### config.mk
export PLATFORM = sky130hd
export DESIGN_NAME = stolen_cdc_array_filter
export DESIGN_NICKNAME = d
export VERILOG_FILES = /design/src/rtl/stolen_cdc_array_filter.sv
export SDC_FILE = /design/constraint.sdc
export NUM_CORES = 1
export LEC_CHECK = 0
export CAP_MARGIN = 20
export CORE_MARGIN = 5
export CORE_UTILIZATION = 54
export DETAILED_ROUTE_END_ITERATION = 16
export GPL_ROUTABILITY_DRIVEN = 0
export GPL_TIMING_DRIVEN = 1
export HOLD_SLACK_MARGIN = 0.15
export PLACE_DENSITY_LB_ADDON = 0.3
export SLEW_MARGIN = 40
export SYNTH_ARGS = -nofsm -noshare
export SYNTH_HDL_FRONTEND = slang
export SYNTH_SLANG_ARGS = --single-unit
export TNS_END_PERCENT = 50
### constraint.sdc
create_clock -name dest_clk -period 2 [get_ports dest_clk]
set_clock_uncertainty 0.15 [all_clocks]
set_input_delay 0.5 -clock dest_clk [delete_from_list [all_inputs] [get_ports dest_clk]]
set_output_delay 0.5 -clock dest_clk [all_outputs]
set_load 0.01 [all_outputs]
### src/rtl/stolen_cdc_array_filter.sv
// Multi-channel synchroniser for slow asynchronous status lines: a per-channel
// flop chain, a stability filter, and registered rise/fall/change pulses.
module stolen_cdc_array_filter #(
   parameter int               WIDTH         = 8,
   parameter int               DEST_SYNC_FF  = 4,
   parameter int               FILTER_CYCLES = 4,
   parameter logic [WIDTH-1:0] INIT_VAL      = '0
) (
   input  logic             dest_clk,
   input  logic             dest_rst,
   input  logic [WIDTH-1:0] src_in,
   output logic [WIDTH-1:0] dest_out,
   output logic [WIDTH-1:0] dest_rise,
   output logic [WIDTH-1:0] dest_fall,
   output logic             dest_change
);

   localparam int CNT_W = $clog2(FILTER_CYCLES + 1);
   typedef logic [CNT_W-1:0] cnt_t;

   // Tools must keep this chain intact and place the stages close together.
   (* DONT_TOUCH = "TRUE", STOLEN_CDC = "ARRAY_FILTER", ASYNC_REG = "TRUE" *)
   logic [WIDTH-1:0] syncstages_ff [DEST_SYNC_FF];

   logic [WIDTH-1:0]            sync_q;
   logic [WIDTH-1:0][CNT_W-1:0] cnt_q, cnt_d;
   logic [WIDTH-1:0]            dest_out_q, dest_out_d;
   logic [WIDTH-1:0]            dest_rise_q, dest_rise_d;
   logic [WIDTH-1:0]            dest_fall_q, dest_fall_d;
   logic                        dest_change_q, dest_change_d;

   // NOTE: sequential state uses non-blocking assignments so every stage
   // samples its predecessor's pre-edge value.
   always_ff @(posedge dest_clk) begin
      if (dest_rst) begin
         for (int k = 0; k < DEST_SYNC_FF; k++) syncstages_ff[k] <= INIT_VAL;
      end else begin
         syncstages_ff[0] <= src_in;
         for (int k = 1; k < DEST_SYNC_FF; k++) syncstages_ff[k] <= syncstages_ff[k-1];
      end
   end

   assign sync_q = syncstages_ff[DEST_SYNC_FF-1];

   // NOTE: every always_comb output gets a default first, so no latch is inferred.
   always_comb begin
      dest_out_d = dest_out_q;
      cnt_d      = cnt_q;
      for (int i = 0; i < WIDTH; i++) begin
         if (sync_q[i] == dest_out_q[i]) begin
            cnt_d[i] = '0;
         end else if (cnt_q[i] == cnt_t'(FILTER_CYCLES - 1)) begin
            dest_out_d[i] = sync_q[i];
            cnt_d[i]      = '0;
         end else begin
            cnt_d[i] = cnt_q[i] + cnt_t'(1);
         end
      end
      dest_rise_d   = dest_out_d & ~dest_out_q;
      dest_fall_d   = ~dest_out_d & dest_out_q;
      dest_change_d = |(dest_rise_d | dest_fall_d);
   end

   always_ff @(posedge dest_clk) begin
      if (dest_rst) begin
         cnt_q         <= '0;
         dest_out_q    <= INIT_VAL;
         dest_rise_q   <= '0;
         dest_fall_q   <= '0;
         dest_change_q <= 1'b0;
      end else begin
         cnt_q         <= cnt_d;
         dest_out_q    <= dest_out_d;
         dest_rise_q   <= dest_rise_d;
         dest_fall_q   <= dest_fall_d;
         dest_change_q <= dest_change_d;
      end
   end

   assign dest_out    = dest_out_q;
   assign dest_rise   = dest_rise_q;
   assign dest_fall   = dest_fall_q;
   assign dest_change = dest_change_q;

endmodule

Yosys cells after proc, flatten, opt, wreduce, memory -nomap -nowiden
Memory sizes are Yosys's and may differ from the RTL's.
Cells that the tools add are included.
{"block": "word_totals", "ramBits": 32, "out_inout_bits": 25, "in_bits": 10, "wordCells": 78, "memories": 1, "ff_bits": 49}
{"block": "op_classes", "eq_ne": 16, "bitwise": 9, "n_addsub": 8, "mux": 23, "reduce_logical": 9}
{"name": "syncstages_ff", "words": 4, "width": 8, "rd": 4, "rd_clocked_by_memory_dff": 0, "write_ports": 4, "line": "23", "text": "logic [WIDTH-1:0] syncstages_ff [DEST_SYNC_FF];"}
{"operator": "two-way mux 8 bit", "n": 4}
{"operator": "adder 3 x 1 -> 3 bit, second input constant", "n": 8}
{"operator": "== test 3 x 2 -> 1 bit, second input constant", "n": 8}
{"operator": "OR reduction 3 bit", "n": 8}
{"operator": "two-way mux 1 bit", "n": 19}
{"operator": "bitwise AND 8 bit", "n": 2}
{"operator": "NOT 8 bit", "n": 2}
{"operator": "== test 1 bit", "n": 8}
{"operator": "bitwise OR 8 bit", "n": 1}
{"operator": "OR reduction 8 bit", "n": 1}
{"operator": "bitwise OR 1 bit", "n": 4}

Depth between registers and ports, before layout
Gate-level depths: netlist (run 1).
{"block": "depth", "word_depth": 7, "mapped_depth": 7, "mapped_depth_nobuf": 7}

Worst setup path before layout (run 1)
OpenSTA, ideal clock, no wires.
{"block": "synth_timing", "kind": "reg2reg", "from": "register cnt_q[3] (netlist name)", "to": "register dest_change_q, in the netlist dest_change", "stages_incl_launch_ff": 8, "t_arrival_ns": 1.575, "setup_ns": 0.070, "slack_ns": 0.206, "path_buffers": 0, "t_required_ns": 1.780, "synth_period_minus_slack_ns": 1.794, "cell_sequence": "dfxtp_1 > ha_1 > ha_1 > mux2i_1 > inv_1 > ha_1 > and4_1 > a21oi_1"}
{"block": "synth_between", "elab_chain_cells": 7, "elab_cells_between_ends": 8, "classes_between": "eq/ne (1); mux (2); bitwise (4); reduce/logical (1)"}
{"item": "start, declared", "line": "26", "text": "logic [WIDTH-1:0][CNT_W-1:0] cnt_q, cnt_d;"}
{"item": "start signal, assigned", "line": "72", "text": "cnt_q <= cnt_d;"}
{"item": "== test 3 x 2 -> 1 bit *", "line": "52", "text": "end else if (cnt_q[i] == cnt_t'(FILTER_CYCLES - 1)) begin"}
{"item": "two-way mux 1 bit *", "line": "52"}
{"item": "two-way mux 1 bit *", "line": "50", "text": "if (sync_q[i] == dest_out_q[i]) begin"}
{"item": "net dest_out_d[1]", "line": "27", "text": "logic [WIDTH-1:0] dest_out_q, dest_out_d;"}
{"item": "NOT 8 bit", "line": "60", "text": "dest_fall_d = ~dest_out_d & dest_out_q;"}
{"item": "bitwise AND 8 bit", "line": "60"}
{"item": "bitwise OR 8 bit *", "line": "61", "text": "dest_change_d = |(dest_rise_d | dest_fall_d);"}
{"item": "OR reduction 8 bit *", "line": "61"}
{"item": "end signal, assigned", "line": "76", "text": "dest_change_q <= dest_change_d;"}
{"item": "end, declared", "line": "30", "text": "logic dest_change_q, dest_change_d;"}
The timed path passes the listed nets; every way through them passes the cells marked *.
A chain may end at the register's enable or synchronous reset.

Worst setup path in the final report (run 1)
{"block": "layout_timing", "from": "register dest_out_q[2], in the netlist dest_out[2]", "to": "output port dest_out[2]"}
{"item": "start, declared", "line": "27"}
{"item": "start signal, assigned", "line": "73", "text": "dest_out_q <= dest_out_d;"}
{"item": "end, declared", "line": "12", "text": "output logic [WIDTH-1:0] dest_out,"}
No word-level cell between the ends.

==> metrics.yaml, run 1 <==
logic_synthesis:
  synth_xor_area_frac: 0.0240
  avgSynthCellArea_um2: 11.9
  synth-seq-cells: 81
  yosysWarnings: 0
  netlist_instances: 245
  yosys.area_share.adder: 0.137
  syn-cell-area_mm2: 0.00292
  synth_compound_area_frac: 0.00172
  ys_seq_area_frac: 0.556
  ys_types: 14
  synth_top_family_by_area: "simple AND/OR/NAND/NOR gates"
  syn-num-nets: 287
  synth_mux_area_frac: 0.0274
  yosys.area_share.simple: 0.199
detailed_routing:
  detail_route.wirelength_mm: 4.10
  met3_length_um: 217
  vias_per_cell: 4.68
  drcViolationCount: 0
  drtIter0Drc: 51
  firstDrtPassIters: 3
  via_count: 1705
  dr.max_layer_used: "met4"
  met1_length_mm: 1.90
  wl_met2_mm: 1.89
  wl_per_cell_um: 11.3
  antenna_left: 0
clock_network:
  ctsHoldBuffers: 0
  cts_num_sinks: 81
  h-tree-depth: 3
  clkLatencyLatePin_ns: 0.34
  cts.clk_slew.worst_paths_ns: 0.07
  clockRootBuffer: "clkbuf_8"
  cts_inserted_buffers: 9
  post_cts_buffers: 0
  clockBufferDepth: 2
  cts_tree: "done"
floorplan:
  rows: 26
  fp.dieW_um: 83.5
  die_area_mm2: 0.00697
  die_height_um: 83.5
  initial_core_util: 0.564
  io_pins: 35
  coreArea_mm2: 0.00517
worst_setup_path:
  slowest_stage: "clkdlybuf4s50_1"
  crit_type: "flip-flop to output pin"
  cp_cell_sequence: "clkdlybuf4s50_1"
  cpPeakStageDelay_ns: 0.57
  critPathMaxFanout: 5
  path_buf_inv: 1
  cp.arrival_ns: 1.32
  crit_path_start_kind: "flip-flop"
  crit_required_ns: 1.35
  worstSetupEndpointType: "output pin"
  crit_family: "buffers and inverters"
final_layout:
  postLayoutCellArea_mm2: 0.00361
  stdcell_count: 364
  area_delta_synth_final_pct: 23.6
  finalNetCount: 331
  drive_gt1_frac: 0.156
  most-common-layout-cells: "dfxtp_1, nor2b_1, clkdlybuf4s50_1"
  final_common_cell: "dfxtp_1"
  diodes: 0
status:
  outcome: "completed"
pwr:
  pwr_density_cell_mw_per_mm2: 828
  total_leakage_power_nw: 1.43
  fin_total_pwr_mw: 2.99
  max-vdd-ir-drop_uv: 514
placement:
  dp_hpwl_mm: 2.78
  place_area_mm2: 0.00336
  place_ws_ns: 0.0559
  port_buffers: 34
  dpl.cell_count: 348
sta:
  max_slew_margin: 0.753
  finalCritPeriodShare: 0.983
  hold_viol: 0
  setup_ws_ns: 0.0342
  fmax_mhz: 509
  slew_viol_final: 0
  worst_pin_slew_ns: 0.367
  rsz0062_at_grt: "true"
  setup_viol: 0
  finalCriticalPeriod_ns: 1.97
  whs_ns: 0.281
grt:
  grt_pass1_wl_mm: 7.11
  globalRouteOverflowTotal: 0
  grt_use_total: 0.127
  grt_max_degree: 48
  grt_antenna_before_repair: 0
  grt_pass1_vias: 1649
worst_hold_path:
  min_path_type: "flip-flop to flip-flop"
run:
  cap_violations: 0
-- synth_stat cells --
master	number	area share
inv_1	24	0.031
a21oi_1	1	0.0017
dfxtp_1	81	0.56
nor4_2	2	0.0086
nor2_1	8	0.010
xnor2_1	8	0.024
nor2b_1	48	0.10
ha_1	32	0.14
buf_2	5	0.0086
mux2i_1	8	0.027
nor4b_2	8	0.041
buf_6	4	0.015
and4_1	2	0.0060
nor4_1	14	0.030
-- timing repair --
item,CTS,global route
hold endpoints to repair,0,0
cloned,0,0
resized for setup,4,8
endpoints found under the setup margin,4,5
-- report_power, final --
group          internal (mW)  switching (mW)  total [mW]  leakage, nW
sequential              1.64         0.00656        1.64        0.660
clock                  0.749           0.523        1.27        0.116
combinational         0.0374          0.0352      0.0726        0.654
total                   2.42           0.565        2.99         1.43
-- per-stage QoR --
| stage | util | TNS [ns] |
|---|---|---|
| after floorplan | - | 0 |
| final | 0.697 | 0 |
| after global placement | 0.649 | 0 |
| after CTS | 0.694 | 0 |
| after detailed placement | 0.649 | 0 |
| after global routing | 0.697 | -0.104 |
-- worst register-to-register path, delay by kind of cell (launching register included) --
kind | cells | cell delay, ns
AOI/OAI and AO/OA | 1 | 0.14
adders and majority gates | 3 | 0.70
buffers and inverters | 1 | 0.08
DFF | 1 | 0.35
muxes | 1 | 0.29
and+or+nand+nor | 1 | 0.19
-- cell families after synthesis --
| logic type | Yosys count |
|---|---|
| and+or+nand+nor | 82 |
| DFF | 81 |
| buffers and inverters | 33 |
| adders and majority gates | 32 |
| xor gates and xnor gates | 8 |
| muxes | 8 |
| AOI/OAI and AO/OA | 1 |
-- area by class of cell --
class,instances,area [um2]
Tap cell,70,87.6
Sequential cell,81,1630
Clock buffer,15,196
Timing Repair Buffer,42,420
Clock inverter,1,30.0
Multi-Input combinational cell,131,1150
Inverter,24,90.1
Fill cell,377,1570
-- registers in the layout, indices dropped and copies added, names as in the netlist --
name           flops
dest_change        1
syncstages_ff     32
cnt_q             24
dest_fall          8
dest_rise          8
dest_out           8
-- layer usage --
metal | GRT usage | vias up
met5 | 0 | -
met2 | 0.209 | 29
li1 | - | 884
met4 | 0.0702 | 0
met1 | 0.140 | 783
met3 | 0.0513 | 9
-- path summary, 6_finish.rpt --
kind | cells after the start | slack, ns | end | startpoint
setup / recovery | 1 | 0.03 | dest_out[2] | dest_out[2]$_SDFF_PP0_
hold / removal | 1 | 0.28 | cnt_q[21]$_SDFF_PP0_ | cnt_q[21]$_SDFF_PP0_
setup reg to reg | 7 | 0.05 | dest_change$_SDFF_PP0_ | cnt_q[3]$_SDFF_PP0_
hold reg to reg | 1 | 0.28 | cnt_q[21]$_SDFF_PP0_ | cnt_q[21]$_SDFF_PP0_
No activity file was read; power rests on OpenSTA's default activity.
==> run 2, diff against run 1 <==
--- a/config.mk
+++ b/config.mk
@@ -5,7 +5,6 @@
 export SDC_FILE = /design/constraint.sdc
 export NUM_CORES = 1
 export LEC_CHECK = 0
-export CAP_MARGIN = 20
 export CORE_MARGIN = 5
 export CORE_UTILIZATION = 54
 export DETAILED_ROUTE_END_ITERATION = 16
==> results of run 2 <==
Final layout, timing and power as in run 1 (identical DEF).
==> run 3, diff against run 2 <==
--- a/config.mk
+++ b/config.mk
@@ -5,8 +5,10 @@
 export SDC_FILE = /design/constraint.sdc
 export NUM_CORES = 1
 export LEC_CHECK = 0
+export CAP_MARGIN = 10
 export CORE_MARGIN = 5
-export CORE_UTILIZATION = 54
+export CORE_UTILIZATION = 57
+export CTS_BUF_LIST = sky130_fd_sc_hd__clkbuf_8
 export DETAILED_ROUTE_END_ITERATION = 16
 export GPL_ROUTABILITY_DRIVEN = 0
 export GPL_TIMING_DRIVEN = 1
==> metrics.yaml, run 3 (synthesis results as in run 1) <==
worst_setup_path:
  crit_family: "buffers and inverters"
  critPathMaxFanout: 5  # unchanged
  worst-r2r-cell-count: 7  # unchanged
  crit_path_start_kind: "flip-flop"
  cp_cell_sequence: "clkdlybuf4s50_1"
  cp.arrival_ns: 1.28  # -0.04 ns
  crit_type: "flip-flop to output pin"
  cpPeakStageDelay_ns: 0.56  # about the same
  crit_required_ns: 1.35  # about the same
  worst-path-stages: 1  # unchanged
  slowest_stage: "clkdlybuf4s50_1"
  path_buf_inv: 1  # unchanged
  worstSetupEndpointType: "output pin"
floorplan:
  die_area_mm2: 0.00665  # -4.6%
  fp.dieW_um: 81.5  # -2.3%
  initial_core_util: 0.579  # +0.0146
  io_pins: 35  # unchanged
  die_height_um: 81.5  # -2.3%
  coreArea_mm2: 0.00504  # -2.5%
  rows: 26  # unchanged
detailed_routing:
  drtIter0Drc: 64  # +25%
  firstDrtPassIters: 4  # +1
  wl_per_cell_um: 11.0  # -2.2%
  detail_route.wirelength_mm: 4.00  # -2.5%
  vias_per_cell: 4.70  # +0.39%
  drcViolationCount: 0  # unchanged
  via_count: 1707  # +0.12%
  antenna_left: 0  # unchanged
grt:
  grt_max_degree: 82  # +71%
  use_met1: 0.147  # +0.00662
  use_met2: 0.234  # +0.0245
  grt_antenna_before_repair: 0  # unchanged
  globalRouteOverflowTotal: 0  # unchanged
  grt_pass1_wl_mm: 6.98  # -1.8%
  grt_use_total: 0.139  # +0.0116
  grt_pass1_vias: 1711  # +3.8%
  gr-usage-met3: 0.0439  # -0.00747
  grt.busiest_layer: "met2"
clock_network:
  clockBufferDepth: 2  # unchanged
  cts.clk_slew.worst_paths_ns: 0.08  # about the same
  ctsHoldBuffers: 0  # unchanged
  clkLatencyLatePin_ns: 0.35  # about the same
  cts_tree: "done"
  clockRootBuffer: "clkbuf_8"
  cts_num_sinks: 81  # unchanged
  h-tree-depth: 3  # unchanged
  cts_inserted_buffers: 9  # unchanged
final_layout:
  finalNetCount: 330  # -0.30%
  top_regs: "syncstages_ff (32), cnt_q (24)"
  area_delta_synth_final_pct: 24.2
  diodes: 0  # unchanged
  largest_register_ffs: 32  # unchanged
  drive_gt1_frac: 0.181  # +0.0244
  postLayoutCellArea_mm2: 0.00362  # +0.52%
  final_common_cell: "dfxtp_1"
  fillers: 356  # -5.6%
  fin_util: 0.719  # +0.0217
  top_register: "syncstages_ff"
  most-common-layout-cells: "dfxtp_1, nor2b_1, clkdlybuf4s50_1"
placement:
  place_area_mm2: 0.00334  # -0.60%
  port_buffers: 34  # unchanged
  dp_hpwl_mm: 2.62  # -5.7%
run:
  cap_violations: 0  # unchanged
worst_hold_path:
  min_path_type: "flip-flop to flip-flop"
  whs_path_depth: 1  # unchanged
sta:
  finalCriticalPeriod_ns: 1.93  # -0.0337 ns
  slew_viol_final: 0  # unchanged
  hold_viol: 0  # unchanged
  max_slew_margin: 0.760  # +0.00642
  fmax_mhz: 518  # +1.7%
  rsz0062_at_grt: "true"
  worst_pin_slew_ns: 0.358  # -0.00955 ns
  setup_tns_ns: 0  # unchanged
  setup_viol: 0  # unchanged
  finalCritPeriodShare: 0.966  # -0.0168
pwr:
  max-vdd-ir-drop_uv: 811  # +58%
  pwr_density_cell_mw_per_mm2: 813  # -1.8%
  total_leakage_power_nw: 1.44  # +0.55%
status:
  outcome: "completed"
[run 3: cell types whose count changed in the layout (fill, tap and decap cells not counted), moves of 3 or more]
cell      change
mux2i_2       +3
mux2i_1       -3
ha_4          +3
clkinv_2      +3
clkbuf_8      -5
ha_1          -4
[run 3: power by group]
part / leakage, nW / total [mW] / switching [mW] / internal, mW
combinational: 0.667 / 0.0674 / 0.0337 / 0.0337
clock: 0.110 / 1.24 / 0.546 / 0.691
sequential: 0.661 / 1.64 / 0.00661 / 1.63
[run 3: timing repair]
action / 4_1_cts / 5_1_grt
setup buffers: 0 / 0
resized for setup: 7 / 17
endpoints found under the setup margin: 7 / 2
[run 3: area by class of cell]
type | count | area (um2) | area share
Sequential cell | 81 | 1630 | 0.450
Multi-Input combinational cell | 131 | 1200 | 0.332
Timing Repair Buffer | 41 | 403 | 0.111
Clock buffer | 9 | 124 | 0.0342
Inverter | 24 | 90.1 | 0.0249
Tap cell | 70 | 87.6 | 0.0242
Clock inverter | 7 | 86.3 | 0.0238
[run 3: per-stage QoR]
step	setup WS (ns)	hold WS [ns]	total power, mW	std cells
2_1_floorplan	0.206	0.256	1.73	245
3_3_place_gp	0.126	0.266	1.75	347
3_5_place_dp	0.0786	0.272	1.75	347
4_1_cts	0.00214	0.290	2.99	363
5_1_grt	-0.00854	0.300	3.06	363
6_report	0.0679	0.286	2.95	363
[run 3: path summary, 6_finish.rpt]
check                           slack (ns)                endpoint                    from
worst max-delay path                  0.07             dest_out[2]  dest_out[2]$_SDFF_PP0_
worst min-delay path                  0.29     cnt_q[0]$_SDFF_PP0_     cnt_q[0]$_SDFF_PP0_
worst max register to register        0.11  dest_change$_SDFF_PP0_    cnt_q[21]$_SDFF_PP0_
worst min register to register        0.29     cnt_q[0]$_SDFF_PP0_     cnt_q[0]$_SDFF_PP0_
[run 3: per-layer routing]
layer	part of all wire	routed length [um]	up-vias
met3	0.064	255	9
li1	-	-	883
met5	0	0	-
met1	0.43	1720	775
met4	0.024	97	0
met2	0.48	1920	40
